===== src/rtl/lsu_pkg.sv =====
// Shared encodings for the load/store unit: access sizes, FSM states and
// the alignment rule used when misaligned accesses are trapped.
package lsu_pkg;

  localparam logic [1:0] SZ_BYTE = 2'b00;
  localparam logic [1:0] SZ_HALF = 2'b01;
  localparam logic [1:0] SZ_WORD = 2'b10;
  localparam logic [1:0] SZ_RSVD = 2'b11;

  typedef enum logic [1:0] {
    IDLE   = 2'b00,
    ACCESS = 2'b01,
    MERGE  = 2'b10,
    RESP   = 2'b11
  } lsu_state_e;

  function automatic logic misaligned(input logic [1:0] size, input logic [1:0] lo);
    logic mis;
    case (size)
      SZ_BYTE: mis = 1'b0;
      SZ_HALF: mis = lo[0];
      SZ_WORD: mis = (lo != 2'b00);
      default: mis = 1'b1;
    endcase
    return mis;
  endfunction

endpackage


===== src/rtl/lsu_lane_align.sv =====
// Little-endian lane logic: load extract/extend and sub-word store merge.
// Sizes other than byte/half behave as a full word.
module lsu_lane_align
  import lsu_pkg::*;
#(
  parameter int dataWidth = 32
) (
  input  logic [1:0]           size_i,
  input  logic                 signed_i,
  input  logic [1:0]           addr_lo_i,
  input  logic [dataWidth-1:0] rdata_i,
  input  logic [dataWidth-1:0] wdata_i,
  input  logic [dataWidth-1:0] merge_i,
  output logic [dataWidth-1:0] load_data_o,
  output logic [dataWidth-1:0] merge_data_o
);

  logic [7:0]  byte_sel;
  logic [15:0] half_sel;

  always_comb begin
    byte_sel = rdata_i[{addr_lo_i, 3'b000} +: 8];
    half_sel = addr_lo_i[1] ? rdata_i[31:16] : rdata_i[15:0];
    case (size_i)
      SZ_BYTE: load_data_o = {{24{signed_i & byte_sel[7]}}, byte_sel};
      SZ_HALF: load_data_o = {{16{signed_i & half_sel[15]}}, half_sel};
      default: load_data_o = rdata_i;
    endcase
  end

  always_comb begin
    merge_data_o = merge_i;
    case (size_i)
      SZ_BYTE: merge_data_o[{addr_lo_i, 3'b000} +: 8]  = wdata_i[7:0];
      SZ_HALF: merge_data_o[{addr_lo_i[1], 4'b0000} +: 16] = wdata_i[15:0];
      default: merge_data_o = wdata_i;
    endcase
  end

endmodule


===== src/rtl/load_store_unit.sv =====
// Data-memory initiator: byte/half/word loads and stores, sub-word stores by
// read-modify-write. Define LSU_MISALIGN_TRAP_EN to trap misaligned requests.
module load_store_unit
  import lsu_pkg::*;
#(
  parameter int addWidth  = 6,
  parameter int dataWidth = 32
) (
  input  logic                 CLK,
  input  logic                 Reset_n,
  input  logic                 ReqValid,
  output logic                 ReqReady,
  input  logic                 ReqWrite,
  input  logic [1:0]           ReqSize,
  input  logic                 ReqSigned,
  input  logic [dataWidth-1:0] ReqAddr,
  input  logic [dataWidth-1:0] ReqWData,
  output logic                 RespValid,
  output logic [dataWidth-1:0] RespData,
  output logic                 RespErr,
  output logic [addWidth-1:0]  MemAddr,
  output logic                 MemWrite,
  output logic [dataWidth-1:0] MemWData,
  input  logic [dataWidth-1:0] MemRData
);

  lsu_state_e           state_q;
  logic                 write_q;
  logic [1:0]           size_q;
  logic                 signed_q;
  logic [addWidth+1:0]  addr_q;
  logic [dataWidth-1:0] wdata_q;
  logic [dataWidth-1:0] merge_q;
  logic                 resp_valid_q;
  logic [dataWidth-1:0] resp_data_q;
  logic                 resp_err_q;

  logic [dataWidth-1:0] load_data_d;
  logic [dataWidth-1:0] merge_data_d;
  logic                 req_mis;
  logic                 unused_addr_hi;

  // Address bits above the word index wrap away by design.
  assign unused_addr_hi = ^ReqAddr[dataWidth-1:addWidth+2];

`ifdef LSU_MISALIGN_TRAP_EN
  assign req_mis = misaligned(ReqSize, ReqAddr[1:0]);
`else
  assign req_mis = 1'b0;
`endif

  lsu_lane_align #(
    .dataWidth(dataWidth)
  ) u_align (
    .size_i      (size_q),
    .signed_i    (signed_q),
    .addr_lo_i   (addr_q[1:0]),
    .rdata_i     (MemRData),
    .wdata_i     (wdata_q),
    .merge_i     (merge_q),
    .load_data_o (load_data_d),
    .merge_data_o(merge_data_d)
  );

  assign ReqReady  = (state_q == IDLE);
  assign MemAddr   = addr_q[addWidth+1:2];
  assign MemWData  = (state_q == MERGE) ? merge_data_d : wdata_q;
  // Gated by Reset_n so an abort in the write cycle never reaches memory.
  assign MemWrite  = Reset_n &&
                     ((state_q == ACCESS && write_q && size_q[1]) || state_q == MERGE);
  assign RespValid = resp_valid_q;
  assign RespData  = resp_data_q;
  assign RespErr   = resp_err_q;

  always_ff @(posedge CLK) begin
    if (!Reset_n) begin
      state_q      <= IDLE;
      write_q      <= 1'b0;
      size_q       <= 2'b00;
      signed_q     <= 1'b0;
      addr_q       <= '0;
      wdata_q      <= '0;
      merge_q      <= '0;
      resp_valid_q <= 1'b0;
      resp_data_q  <= '0;
      resp_err_q   <= 1'b0;
    end else begin
      resp_valid_q <= 1'b0;
      resp_err_q   <= 1'b0;
      case (state_q)
        IDLE: begin
          if (ReqValid) begin
            write_q  <= ReqWrite;
            size_q   <= ReqSize;
            signed_q <= ReqSigned;
            addr_q   <= ReqAddr[addWidth+1:0];
            wdata_q  <= ReqWData;
            if (req_mis) begin
              state_q      <= RESP;
              resp_valid_q <= 1'b1;
              resp_err_q   <= 1'b1;
              resp_data_q  <= '0;
            end else begin
              state_q <= ACCESS;
            end
          end
        end
        ACCESS: begin
          if (!write_q) begin
            resp_data_q  <= load_data_d;
            resp_valid_q <= 1'b1;
            state_q      <= RESP;
          end else if (size_q[1]) begin
            resp_data_q  <= '0;
            resp_valid_q <= 1'b1;
            state_q      <= RESP;
          end else begin
            merge_q <= MemRData;
            state_q <= MERGE;
          end
        end
        MERGE: begin
          resp_data_q  <= '0;
          resp_valid_q <= 1'b1;
          state_q      <= RESP;
        end
        RESP:    state_q <= IDLE;
        default: state_q <= IDLE;
      endcase
    end
  end

endmodule


===== config.mk =====
export PLATFORM = sky130hd
export DESIGN_NAME = load_store_unit
export DESIGN_NICKNAME = d
export VERILOG_FILES = /design/src/rtl/lsu_pkg.sv /design/src/rtl/lsu_lane_align.sv /design/src/rtl/load_store_unit.sv
export SDC_FILE = /design/constraint.sdc
export NUM_CORES = 1
export LEC_CHECK = 0
export CAP_MARGIN = 10
export CORE_MARGIN = 5
export CORE_UTILIZATION = 40
export DETAILED_ROUTE_END_ITERATION = 10
export DONT_BUFFER_PORTS = 1
export SLEW_MARGIN = 20
export SYNTH_ARGS = -nofsm -noshare
export SYNTH_HDL_FRONTEND = slang
export SYNTH_SLANG_ARGS = --single-unit
export TNS_END_PERCENT = 30

===== constraint.sdc =====
create_clock -name CLK -period 3.51 [get_ports CLK]
set_clock_uncertainty 0.1 [all_clocks]
set_input_delay 0.702 -clock CLK [delete_from_list [all_inputs] [get_ports CLK]]
set_output_delay 0.702 -clock CLK [all_outputs]
set_load 0.05 [all_outputs]

# After elaboration in Yosys (flattened, before gate mapping)

Cells that the tools add are included.

$add $sub $neg: 2
Equality and inequality tests: 6
Shift-type cells: 5
Mux-type cells: 16
Bitwise operators: 3
Reduce and logical (&&, ||, !) cells: 10

Operators with widths:

| cell                      | number |
|---|---|
| $pmux W32 S2              | 3 |
| $mux W32                  | 3 |
| $bwmux W32                | 2 |
| $shift A16 B7 Y32 const A | 1 |
| $shift A8 B7 Y32 const A  | 1 |
| $shiftx A16 B7 Y32        | 1 |
| $shiftx A32 B6 Y8         | 1 |
| $shiftx A8 B7 Y32         | 1 |
| $mux W16                  | 1 |
| $neg A5 Y7                | 2 |
| $pmux W2 S4               | 1 |
| $eq A2 B1 Y1 const B      | 2 |
| $eq A2 B2 Y1 const B      | 2 |
| $logic_not A2 Y1          | 2 |
| $mux W1                   | 4 |
| $reduce_and A2 Y1         | 2 |
| $logic_and A1 B1 Y1       | 3 |
| $ne A3 B3 Y1 const B      | 1 |
| $reduce_and A3 Y1         | 1 |
| $and A1 B1 Y1             | 2 |
| $mux W2                   | 1 |
| $ne A2 B2 Y1 const B      | 1 |
| $pmux W1 S2               | 1 |
| $reduce_bool A2 Y1        | 1 |
| 2 further kinds           | 2 |

Flip-flop bits (word level): 111
Output and inout port bits: 74
Word-level logic and storage cells: 51

# Longest topological paths before layout

Gate-level depths: netlist of the first run.

Depth in word-level cells: 5
Mapped depth: 9
Mapped depth without buffers: 6

# Cells and area by module

A second synthesis of the first run with hierarchy kept.

Cells, all modules: 747
Area, all modules: 6294.8 um^2

Modules (own cells, without submodules):

| module          | times used | cells each | area each (um^2) | seq. area each (um^2) |
|---|---|---|---|---|
| load_store_unit | 1          | 471        | 4408.0           | 2222.1 |
| lsu_lane_align  | 1          | 276        | 1886.8           | 0.0 |

# Worst setup path after synthesis of the first run

Ideal clock, no wire load.

Path kind: flip-flop to output port
Start: register addr_q[1]
End: output port MemWData[10]
Arrival time: 2.633 ns
Slack: 0.075 ns
Stages on the path, launching flop included: 9
Cells stage by stage: dfxtp_1 > buf_4 > inv_1 > ha_1 > nor2_1 > and4_1 > buf_1 > a21oi_1 > o21ai_0

Cells in the longest elaborated chain, start to end: 5
Elaborated cells on any way between the ends: 10

Ends and longest elaborated chain:

| item                                       | RTL line                                   | RTL |
|---|---|---|
| start, declared                            | load_store_unit.sv:31                      | `logic [addWidth+1:0] addr_q;` |
| start signal, assigned                     | load_store_unit.sv:96                      | `addr_q <= ReqAddr[addWidth+1:0];` |
| $neg A5 Y7, on equally long branches       | lsu_lane_align.sv:35, lsu_lane_align.sv:34 |  |
| $shiftx A16 B7 Y32 (tied with other cells) | lsu_lane_align.sv:35                       | `SZ_HALF: merge_data_o[{addr_lo_i[1], 4'b0000} +: 16] = wdata_i[15:0];` |
| $bwmux W32, on equally long branches       | lsu_lane_align.sv:35, lsu_lane_align.sv:34 |  |
| $pmux W32 S2 (*)                           | lsu_lane_align.sv:33                       | `case (size_i)` |
| $mux W32 (*)                               | load_store_unit.sv:67                      | `assign MemWData = (state_q == MERGE) ? merge_data_d : wdata_q;` |
| end, declared                              | load_store_unit.sv:23                      | `output logic [dataWidth-1:0] MemWData,` |

Every way passes the cells marked *; elsewhere a longest branch is shown, timed or not.

# Worst setup path after layout of the first run

Start: register state_q[0]
End: output port MemWData[3]

Cells in the longest elaborated chain, start to end: 2

Ends and longest elaborated chain:

| item                   | RTL line               | RTL |
|---|---|---|
| start, declared        | load_store_unit.sv:27  | `lsu_state_e state_q;` |
| start signal, assigned | load_store_unit.sv:77  | `state_q <= IDLE;` |
| start signal, assigned | load_store_unit.sv:99  | `state_q <= RESP;` |
| start signal, assigned | load_store_unit.sv:104 | `state_q <= ACCESS;` |
| $eq A2 B2 Y1           | load_store_unit.sv:67  |  |
| $mux W32               | load_store_unit.sv:67  |  |

No other way between the ends.

==> results of run 1 <==
==> cells by family (layout without fill, tap and decap cells) <==
logic type	Yosys count	in the layout
simple gates	254	254
compound gates	223	223
flops	111	111
buf+inv	65	66
mux	26	26
fa+ha+maj	8	8
other cells	1	1
==> report_power, final <==
group          internal [mW]  leakage [nW]  switching, mW
registers               1.41         0.903          0.363
clock network          0.700         0.160          0.456
logic                  0.468          1.29          0.935
==> per-stage QoR <==
stage / hold WS, ps / power, mW / std cells / setup slack (ps)
2_1_floorplan: 344 / 2.82 / 688 / 75.0
3_3_place_gp: 356 / 3.17 / 853 / 606
3_5_place_dp: 362 / 3.21 / 853 / 585
4_1_cts: 352 / 4.37 / 869 / 177
5_1_grt: 345 / 4.57 / 869 / 58.7
6_report: 364 / 4.34 / 869 / 204
==> per-layer routing <==
metal,wire (um),vias to the layer above,part of all wire [%]
met1,7350,2366,41
met3,1350,44,7.6
met2,8500,187,48
met5,0,-,0
li1,-,2389,-
met4,527,0,3.0
==> worst max-delay path by stage <==
stage / endpoint / cells after the start / slack, ps / startpoint
detailed placement: MemWData[3] / 7 / 590 / state_q[0]$_SDFFE_PN0P_
CTS: MemWData[3] / 7 / 180 / state_q[0]$_SDFFE_PN0P_
global placement: MemWData[19] / 6 / 610 / addr_q[1]$_SDFFE_PN0P_
global route: MemWData[3] / 7 / 60 / state_q[0]$_SDFFE_PN0P_
finish: MemWData[3] / 7 / 200 / state_q[0]$_SDFFE_PN0P_
floorplan: MemWData[10] / 8 / 80 / addr_q[1]$_SDFFE_PN0P_
==> sequential cells by signal, indices dropped and copies added (netlist names) <==
name       cells
size_q         2
RespData      32
merge_q       32
RespValid      1
addr_q         8
wdata_q       32
state_q        2
write_q        1
signed_q       1
==> cell usage in the layout, fill, tap and decap left out, types with 2 or more instances in the layout <==
master	instances
o21ai_0	20
nand2b_1	3
dfxtp_1	111
o21ai_1	15
bufinv_16	3
buf_12	7
clkbuf_16	9
a21oi_1	26
clkbuf_1	2
nand2_1	192
buf_4	37
a21o_1	15
mux2i_1	17
a22o_1	23
mux2_2	9
o221ai_1	17
ha_1	8
a21boi_0	76
nor2_1	5
a222oi_1	7
a211oi_1	7
a22oi_1	8
nor2b_1	30
nand3_1	4
and4_1	3
and2_1	3
inv_1	6
nor3_2	2
==> cell type report <==
cell class / instances / area, um2
Inverter: 6 / 22.5
Fill cell: 1397 / 7520
Multi-Input combinational cell: 512 / 3130
Clock buffer: 11 / 233
Tap cell: 180 / 225
Clock inverter: 5 / 106
Timing Repair Buffer: 44 / 418
Sequential cell: 111 / 2220
==> results.yml, run 1 <==
run_status:
  status: "finished, final reports clean"
cells_and_area:
  layout.nets: 795
  drive_gt1_share_pct: 11.0
  postLayoutCoreUtil_pct: 45.8
  area_delta_synth_final_pct: 12.2
  antenna_cells: 0
  fin_area_mm2: 0.00636
floorplan:
  floorplan.die.width_um: 129
  start_util_pct: 40.9
  ios: 177
  dieArea_mm2: 0.0167
  core-area_mm2: 0.0139
  die_h_um: 129
  rows: 43
setup_path:
  worstReg2RegStart: "size_q[1]$_SDFFE_PN0P_"
  critPathSlowestCell: "or2_1"
  slowest_delay_ps: 410
  timing.rr.end: "RespData[21]$_SDFFE_PN0P_"
  crit_chain: "inv_1, ha_1, nand2b_1, or2_1, a41o_4, a22o_1, buf_12"
  cp_top_family: "simple AND/OR/NAND/NOR gates"
  critPathMaxFanout: 9
  start_kind: "register"
  rr_worst_depth: 6
  critPathBufInv: 2
  crit_type: "register to output port"
  ff2ff_setup_slack_ps: 1100
  endpoint_kind: "output port"
  crit_required_ps: 2710
  cp.arrival_ps: 2500
route:
  wl_um: 17700
  drt_pass1_iterations: 6
  wl_per_cell_um: 20.4
  antenna_left: 0
  drc: 0
  via_count: 4986
  vias_per_cell: 5.74
  drtIter0Drc: 576
sta:
  finalHoldViolations: 0
  worst_slew_pin_slew_ps: 1040
  rsz0062_at_grt: "false"
  setup_violations: 0
  period_share_pct: 94.2
  fmax_mhz: 303
  fin_crit_ps: 3310
  slew_headroom_pct: 30.5
  final_max_slew_viol_count: 0
  fin_tns_setup_ps: 0
global_routing:
  gr-usage-met3_pct: 5.44
  grt.total_usage_pct: 21.4
  antenna_found_initial: 0
  grt.busiest_layer: "met2"
  grt_pass1_vias: 4905
  grtUsageMet1_pct: 26.8
  met2_usage_pct: 34.8
  grt_pass1_wl_um: 27400
  grt_max_degree: 99
  grt.overflow.total: 0
synth:
  synth_edf_count: 0
  syn-num-nets: 799
  post_synth_num_cell_types: 50
  syn_area_mm2: 0.00567
  synth_largest_area_cell: "dfxtp_1"
  avgSynthCellArea_um2: 8.24
  synth_area_leaders: "dfxtp_1 (39%), nand2_1 (13%), a21boi_0 (10%)"
  yosysWarningCount: 0
  synth_compound_area_share_pct: 28.6
  synth_xor_area_share_pct: 0
  synth_async_sr_flop_share_pct: 0
  yosys.area_share.adder_pct: 1.77
  synth_top_family_by_area: "compound AO/OA/AOI/OAI gates"
  ys_ff_latch: 111
  synthMuxAreaShare_pct: 4.79
  ys_seq_area_share_pct: 39.2
  synthTopCellsByCount: "nand2_1 (192), dfxtp_1 (111), a21boi_0 (76), clkbuf_1 (31), nor2b_1 (30)"
  synth-simple-area-share_pct: 20.1
  syn_inst: 688
  synth.most_common_cell: "nand2_1"
  synthFlopType: "dfxtp_1"
  synth_top_area_share_pct: 39.2
worst_hold_path:
  hp-start: "Reset_n"
  hold_class: "input port to register"
  min_to: "RespData[23]$_SDFFE_PN0P_"
  min_path_cells: 1
clock_tree:
  clock_sinks: 111
  cts_buffers: 9
  root_buffer: "clkbuf_16"
  clk_pin_slew_ps: 70
  post_cts_buffers: 0
  htreeDepth: 3
  clockBufferDepth: 2
  cts_hold_buf: 0
  worst_skew_pair.late_latency_ps: 350
  tritoncts: "built"
  ctsResizeCount: 0
placed_design:
  placed_area_mm2: 0.00602
  port_buffers: 0
  place_congestion: 0.914
  dp_hpwl_um: 13500
power:
  peakVddDrop_uv: 383
  p_per_area_mw_per_mm2: 682
  leakage_nw: 2.36
run:
  cap_violations: 0
No activity file was read; power rests on OpenSTA's default activity.
==> inputs of run 2 (changes only) <==
--- a/config.mk
+++ b/config.mk
@@ -10,6 +10,7 @@
 export CORE_UTILIZATION = 40
 export DETAILED_ROUTE_END_ITERATION = 10
 export DONT_BUFFER_PORTS = 1
+export PLACE_DENSITY = 0.64
 export SLEW_MARGIN = 20
 export SYNTH_ARGS = -nofsm -noshare
 export SYNTH_HDL_FRONTEND = slang
==> results.yml, run 2 (same netlist as run 1, synthesis figures left out) <==
setup_path:
  ff2ff_setup_slack_ps: 1340
  cp_top_family: "buffers and inverters"
  crit_chain: "buf_4, ha_1, and4_1, a21oi_1, o221ai_1, buf_4"
  cp.arrival_ps: 2600
  endpoint_kind: "output port"
  crit_required_ps: 2710
  crit_type: "register to output port"
  crit_top_cell: "buf_4"
  start_kind: "register"
  critPathSlowestCell: "ha_1"
  slowest_delay_ps: 450
  critPathBufInv: 2
  critPathMaxFanout: 23
route:
  drc: 0
  via_count: 5065
  wl_per_cell_um: 20.3
  drt_pass1_iterations: 5
  antenna_left: 0
  vias_per_cell: 5.84
  drtIter0Drc: 570
  wl_um: 17600
clock_tree:
  worst_skew_pair.late_latency_ps: 350
  clk_pin_slew_ps: 70
  post_cts_buffers: 0
  cts_hold_buf: 0
  htreeDepth: 3
  root_buffer: "clkbuf_16"
  clock_sinks: 111
  clockBufferDepth: 2
  cts_buffers: 9
  tritoncts: "built"
sta:
  slew_headroom_pct: 32.5
  rsz0062_at_grt: "false"
  final_max_slew_viol_count: 0
  finalHoldViolations: 0
  fin_tns_setup_ps: 0
  fin_crit_ps: 3400
  setup_violations: 0
  worst_slew_pin_slew_ps: 1010
  fmax_mhz: 294
  period_share_pct: 96.9
  holdWs_ps: 369
floorplan:
  ios: 177
  core-area_mm2: 0.0139
  rows: 43
  floorplan.die.width_um: 129
  start_util_pct: 40.9
  die_h_um: 129
  dieArea_mm2: 0.0167
run_status:
  status: "finished, final reports clean"
cells_and_area:
  area_delta_synth_final_pct: 11.4
  drive_gt1_share_pct: 11.5
  antenna_cells: 0
  final_common_cell: "nand2_1"
  fin_area_mm2: 0.00632
  layout.nets: 794
  final_cell_mix: "nand2_1 (192), dfxtp_1 (111), a21boi_0 (76), buf_4 (36), nor2b_1 (30)"
global_routing:
  grt.overflow.total: 0
  grt.total_usage_pct: 20.8
  grt_pass1_vias: 4821
  grt_pass1_wl_um: 26900
  grt_max_degree: 99
  antenna_found_initial: 0
power:
  p_per_area_mw_per_mm2: 667
  leakage_nw: 2.34
  total_power_mw: 4.21
  peakVddDrop_uv: 530
placed_design:
  place_congestion: 0.916
  placed_area_mm2: 0.00601
  port_buffers: 0
  dp_hpwl_um: 13200
run:
  cap_violations: 0
worst_hold_path:
  hold_class: "register to register"
-- run 2: worst register-to-register path: stages, from the launching register on --
cell and delay, ps:
dfxtp_1 330, inv_1 80, ha_1 290, and3b_1 190, buf_4 310, o21a_1 570, a22o_1 250
-- run 2: final cells by class --
type	count	area, um2
clock buffers	9	225
fillers	1368	7560
well taps	180	225
repair buffers	43	410
flip-flops and latches	111	2220
multi-input cells	512	3140
clock inverters	7	71.3
inverters	6	22.5
-- run 2: path summary, 6_finish.rpt --
check	end	depth (start not counted)	from
setup / recovery	MemWData[19]	6	addr_q[1]$_SDFFE_PN0P_
setup reg to reg	RespData[7]$_SDFFE_PN0P_	6	state_q[1]$_SDFFE_PN0P_
hold reg to reg	wdata_q[17]$_SDFFE_PN0P_	2	wdata_q[17]$_SDFFE_PN0P_
hold / removal	wdata_q[17]$_SDFFE_PN0P_	2	wdata_q[17]$_SDFFE_PN0P_
-- run 2: per-stage QoR --
stage,setup WS [ps],instances,util [%]
finish,110,868,45.5
floorplan,75.0,688,-
detailed placement,481,852,43.3
global placement,505,852,43.3
CTS,117,868,45.5
global route,2.89,868,45.5
-- run 2: report_power, final --
part | internal [mW] | switching, mW
clock network | 0.557 | 0.478
registers | 1.41 | 0.363
logic | 0.466 | 0.936
-- run 2: what timing repair did --
item | CTS | global route
setup endpoints to repair | 0 | 3
endpoints found under the hold margin | 0 | 0
gates resized for setup | 0 | 2
-- run 2: per-layer routing --
metal	GRT usage, %	vias up	wire, um
li1	-	2385	-
met1	26.8	2416	7020
met2	33.7	229	8470
met3	4.95	35	1660
met4	8.77	0	496
met5	0	-	0
